--- config.mk ---
export PLATFORM = sky130hd
export DESIGN_NAME = fetch_stage
export DESIGN_NICKNAME = d
export VERILOG_FILES = /design/src/rtl/mips_pkg.sv /design/src/rtl/dbg_run_ctrl.sv /design/src/rtl/fetch_stage.sv
export SDC_FILE = /design/constraint.sdc
export NUM_CORES = 1
export LEC_CHECK = 0
export BUFFER_PORTS_ARGS = -buffer_cell sky130_fd_sc_hd__buf_2
export CELL_PAD_IN_SITES_DETAIL_PLACEMENT = 0
export CELL_PAD_IN_SITES_GLOBAL_PLACEMENT = 1
export CORE_ASPECT_RATIO = 1.2
export CORE_UTILIZATION = 36
export DETAILED_ROUTE_END_ITERATION = 7
export GPL_ROUTABILITY_DRIVEN = 0
export HOLD_SLACK_MARGIN = 0.03
export PLACE_DENSITY = 0.79
export SLEW_MARGIN = 0
export SYNTH_ARGS = -nofsm -noshare
export SYNTH_HDL_FRONTEND = slang
export SYNTH_SLANG_ARGS = --single-unit
--- constraint.sdc ---
create_clock -name clk -period 2.6 [get_ports clk]
set_clock_uncertainty 0.15 [all_clocks]
set_input_delay 0.52 -clock clk [delete_from_list [all_inputs] [get_ports clk]]
set_output_delay 0.52 -clock clk [all_outputs]
set_load 0.02 [all_outputs]
--- src/rtl/mips_pkg.sv ---
`default_nettype none
// ============================================================================
//  Module      : mips_pkg
//  Description : Shared constants and debug run-control state encodings for
//                the 5-stage MIPS fetch path.
//  Revision    : 1.0 - initial release
// ============================================================================
package mips_pkg;

    // Instruction presented to ID when the slot holds no real instruction
    localparam logic [31:0] NOP = 32'h0000_0000;

    // Sequential PC increment in bytes
    localparam int unsigned PC_INC = 4;

    // Debug run-control states
    typedef enum logic [1:0] {
        ST_RUN    = 2'd0,
        ST_HALTED = 2'd1,
        ST_STEP   = 2'd2
    } dbg_state_t;

endpackage
`default_nettype wire

--- src/rtl/dbg_run_ctrl.sv ---
`default_nettype none
// ============================================================================
//  Module      : dbg_run_ctrl
//  Description : Debug run/halt/single-step controller. run_en is high in RUN
//                and for exactly one cycle in STEP.
//  Revision    : 1.0 - initial release
// ============================================================================
module dbg_run_ctrl
    import mips_pkg::*;
#(
    parameter bit START_HALTED = 1'b0
) (
    input  logic clk,
    input  logic rstn,
    input  logic dbg_halt,
    input  logic dbg_step,
    input  logic dbg_resume,
    output logic run_en,
    output logic halted
);

    dbg_state_t state;
    dbg_state_t state_nx;

    // State register; the reset state selects whether the core boots running
    always_ff @(posedge clk or negedge rstn) begin
        if (!rstn) begin
            state <= START_HALTED ? ST_HALTED : ST_RUN;
        end else begin
            state <= state_nx;
        end
    end

    // Next-state logic: halt beats resume, resume beats step
    always_comb begin
        state_nx = state;
        case (state)
            ST_RUN: begin
                if (dbg_halt) state_nx = ST_HALTED;
            end
            ST_HALTED: begin
                if (dbg_halt)        state_nx = ST_HALTED;
                else if (dbg_resume) state_nx = ST_RUN;
                else if (dbg_step)   state_nx = ST_STEP;
            end
            ST_STEP: begin
                state_nx = ST_HALTED;
            end
            default: begin
                state_nx = ST_HALTED;
            end
        endcase
    end

    assign run_en = (state == ST_RUN) || (state == ST_STEP);
    assign halted = (state == ST_HALTED);

endmodule
`default_nettype wire

--- src/rtl/fetch_stage.sv ---
`default_nettype none
// ============================================================================
//  Module      : fetch_stage
//  Description : IF stage of the 5-stage MIPS datapath. Owns the PC and the
//                IF/ID register, applies hazard stalls / branch redirects,
//                drives the synchronous instruction BRAM and hosts the debug
//                run-control FSM plus a fetched-instruction counter.
//  Revision    : 1.0 - initial release
// ============================================================================
module fetch_stage
    import mips_pkg::*;
#(
    parameter int                  PC_WIDTH     = 32,
    parameter int                  AW           = 10,
    parameter logic [PC_WIDTH-1:0] RESET_PC     = '0,
    parameter bit                  START_HALTED = 1'b0
) (
    input  logic                clk,
    input  logic                rstn,
    input  logic                stall_fe,
    input  logic                stall_id,
    input  logic                pc_src_id,
    input  logic [PC_WIDTH-1:0] branch_target_id,
    output logic [AW-1:0]       imem_addr,
    input  logic [31:0]         imem_rdata,
    output logic [31:0]         instr_id,
    output logic [PC_WIDTH-1:0] pc_plus4_id,
    output logic                valid_id,
    output logic [PC_WIDTH-1:0] pc_if,
    input  logic                dbg_halt,
    input  logic                dbg_step,
    input  logic                dbg_resume,
    output logic                halted,
    output logic [31:0]         fetch_count
);

    logic                run_en;
    logic                hold_pc;
    logic                hold_id;
    logic [PC_WIDTH-1:0] pc_q;
    logic [PC_WIDTH-1:0] pc_seq;
    logic [PC_WIDTH-1:0] pc_plus4_q;
    // Only the BRAM word address of the ID PC is ever consumed
    logic [AW-1:0]       id_word_q;
    logic                valid_q;
    logic [31:0]         count_q;

    dbg_run_ctrl #(
        .START_HALTED (START_HALTED)
    ) u_dbg_run_ctrl (
        .clk        (clk),
        .rstn       (rstn),
        .dbg_halt   (dbg_halt),
        .dbg_step   (dbg_step),
        .dbg_resume (dbg_resume),
        .run_en     (run_en),
        .halted     (halted)
    );

    assign hold_pc = stall_fe || !run_en;
    assign hold_id = stall_id || !run_en;
    assign pc_seq  = pc_q + PC_WIDTH'(PC_INC);

    // PC register: sequential or redirected fetch unless held
    always_ff @(posedge clk or negedge rstn) begin
        if (!rstn) begin
            pc_q <= RESET_PC;
        end else if (!hold_pc) begin
            pc_q <= pc_src_id ? branch_target_id : pc_seq;
        end
    end

    // IF/ID register: a taken branch squashes the fetched slot; a stall wins over the squash
    always_ff @(posedge clk or negedge rstn) begin
        if (!rstn) begin
            id_word_q  <= '0;
            pc_plus4_q <= '0;
            valid_q    <= 1'b0;
        end else if (!hold_id) begin
            id_word_q  <= pc_q[AW+1:2];
            pc_plus4_q <= pc_seq;
            valid_q    <= !pc_src_id;
        end
    end

    // Count every real instruction that enters ID
    always_ff @(posedge clk or negedge rstn) begin
        if (!rstn) begin
            count_q <= '0;
        end else if (!hold_id && !pc_src_id) begin
            count_q <= count_q + 32'd1;
        end
    end

    // Re-reading the ID word while held keeps imem_rdata stable across the stall
    assign imem_addr   = hold_id ? id_word_q : pc_q[AW+1:2];
    assign instr_id    = valid_q ? imem_rdata : NOP;
    assign pc_plus4_id = pc_plus4_q;
    assign valid_id    = valid_q;
    assign pc_if       = pc_q;
    assign fetch_count = count_q;

endmodule
`default_nettype wire

==> results.md <==
- DP HPWL: 12200 um
- Post-Route WL: 16500 um
- Setup Crit Path Kind: reg -> out
- Top-Level Pins: 212
- DRT antenna net count: 0
- Final Max Tran Viols: 0
- Hold_buf cts: 0
- DR vias: 5092
- Largest net degree at the start of global routing: 110
- Initial antenna violation count: 0
- Internal cell power: 3260 uW
- Mapped cell area: 0.00561 sq mm
- Synth warn: 0
- Max Fanout on Critical Path: 45
- First-pass GRT wire length: 26100 um
- Flop pwr share: 43.3%
- Post-cts sizing count: 0
- Worst EP required: 1930 ps
- Yosys top cell area share: 48.6%
- Cell taking the most area after synthesis: dfrtp_1
- CTS tree: yes
- Total track usage: 20.9%
- Mapped Nets: 671
- Clk sinks: 109
- Nets: 873
- Synth Area in XOR/XNOR: 9.22%
- Worst-margin pin slew: 681 ps
- Clk buf depth: 2
- Die X: 116 um
- Share of the clock period used by the worst path after layout: 95.1%
- Top cells by area, synth: dfrtp_1, nand2_1, xnor2_1
- H-tree levels: 3
- Core region area: 0.0151 sq mm
- CTS Buf Count: 9
- Final Hold Viols: 0
- Psw: 2030 uW
- RSZ-0062 raised after global routing: false
- Adder-Cell Fraction of Synth Area: 0.446%
- Most frequent cells in the layout: buf_2, dfrtp_1, nand2_1
- F_max: 0.404 GHz
- Syn Area/Cell: 9.39 sq um
- First-pass DRT Iterations: 4
- Final Core Density: 47.9%
- Leak pwr: 0.00364 uW
- Root buffer cell: clkbuf_16
- Vias in the first global route: 5059
- WP data arrival: 1800 ps
- Rel. slew slack: 54.6%
- Synth Register Bits: 109
- CP endpoint kind: output port
- Die area: 0.0161 sq mm
- Largest family of logic cells by synthesized area: simple AND/OR/NAND/NOR gates
- VDD IR-drop max: 0.282 mV
- WL per Instance: 16.3 um
- Clock Pin Slew Worst Setup and Hold Paths: 80 ps
- Cells after synthesis: 597
- Post-synth ARST share: 100%
- Clock network fraction of total power: 26.3%
- Setup bufs post-CTS: 0
- Worst-Skew Late Latency: 350 ps
- Status: complete, no violations
- Initial core utilization: 37.2%
- Seq/Total Area, Yosys: 48.6%
- Layout cells sized above 1: 32.8%
- Commonest non-fill, non-tap cell in the layout: buf_2
- Setup tns final: 0 ps
- Violation count after the first detailed-route iteration: 275
- Max-cap violations: 0
- EDFF count, synth: 0
- Row count: 49
- Main synth FF type: dfrtp_1
- CP startpoint kind: register
- Unique masters post-synth: 51
- Combinational Power Share: 30.4%
- Pwr/cell area: 733 mW/mm^2
- Port bufs: 211
- Die span in y: 139 um
- Worst min path class: in -> async
- Via density: 5.05
- Simple-gate share of the synthesized area: 24.9%
- Sw frac: 38.4%
- Final setup fails: 0
- Area added between synthesis and finish: 28.7%
- Synth Area in Compound Gates: 12.0%
- Gr ovfl total: 0
- Mux cell area share after synthesis: 1.50%
- Min cycle time layout: 2470 ps
- DRC: 0
power by group through the flow:
stage	combinational, uW	sequential (uW)	clock [uW]
after global routing	1760	2350	1500
after CTS	1630	2300	1430
after global placement	1600	2310	0
final	1610	2290	1390
after detailed placement	1630	2330	0
after floorplan	711	2560	0
final cells by class:
cell class	instances	area, sq um
multi-input cells	442	2690
clock buffers	9	225
repair buffers	227	1200
inverters	10	37.5
diodes	1	2.50
well taps	204	255
clock inverters	7	73.8
flip-flops and latches	109	2730
fillers	1469	7860
Yosys cell counts (2+ instances only):
cell / count
buf_4: 2
nand2_1: 91
nor2b_1: 2
nor3_1: 8
a31oi_1: 5
and2_1: 36
nor4_1: 3
xor2_1: 23
buf_2: 5
or4_1: 2
a2bb2oi_1: 8
or2_2: 3
and3_1: 20
inv_1: 10
o2bb2ai_1: 3
nor3_4: 2
a21oi_1: 17
mux2i_1: 5
and4_1: 3
dfrtp_1: 109
clkbuf_1: 26
nand4_1: 16
o22ai_1: 7
clkbuf_2: 2
nand4_2: 2
a22oi_1: 6
nor2_1: 32
nor4_4: 2
nand3_1: 32
ha_1: 2
a41o_2: 2
xnor2_1: 36
o21ai_0: 49
mux2_2: 3
o21a_1: 4
o22a_1: 4
per-stage QoR:
| step | setup WS, ps | hold WS, ps | area, sq um | total power (uW) | instances |
|---|---|---|---|---|---|
| 6_report | 127 | 81.8 | 7220 | 5290 | 1009 |
| 5_1_grt | 33.6 | 143 | 7220 | 5600 | 1008 |
| 4_1_cts | 92.0 | 124 | 7220 | 5360 | 1008 |
| 3_5_place_dp | 277 | 310 | 6920 | 3960 | 992 |
| 3_3_place_gp | 314 | 291 | 6920 | 3910 | 992 |
| 2_1_floorplan | 166 | 74.4 | 5610 | 3270 | 597 |
flip-flops by register name, indices dropped and copies added, names as in the netlist:
| register | count |
|---|---|
| pc_if | 32 |
| fetch_count | 32 |
| u_dbg_run_ctrl.state | 2 |
| id_word_q | 10 |
| valid_id | 1 |
| pc_plus4_id | 32 |
worst max-delay path: stages, from the launching register on:
cell	delay (ps)
dfrtp_1	440
or2_2	380
buf_4	280
nand2_1	120
nand2_1	70
buf_2	160
cells by family after synthesis:
logic type,after synthesis
flip-flops,109
AO/OA/AOI/OAI,110
adder cells (fa/ha/maj),2
XOR/XNOR,59
AND/OR/NAND/NOR,263
multiplexers,8
buffers and inverters,46
worst paths after layout:
path                       depth (start not counted)                       to  slack [ps]               startpoint
setup / recovery                                   5             imem_addr[8]         130  u_dbg_run_ctrl.state[0]
hold / removal                                     2          fetch_count[27]          80                     rstn
setup reg to reg                                   6                pc_if[30]         300                 pc_if[2]
hold reg to reg                                    1          fetch_count[31]         320          fetch_count[31]
max in group asynchronous                          2                pc_if[27]        1730                     rstn
min in group clk                                   2  u_dbg_run_ctrl.state[1]         200                 dbg_halt
layer usage:
layer	routed length [um]	vias up	track usage [%]
li1	-	2467	-
met1	6780	2442	25.2
met2	8440	167	37.0
met3	1020	16	4.24
met4	241	0	5.80
met5	0	-	0
Power figures use the tool's default switching activity.
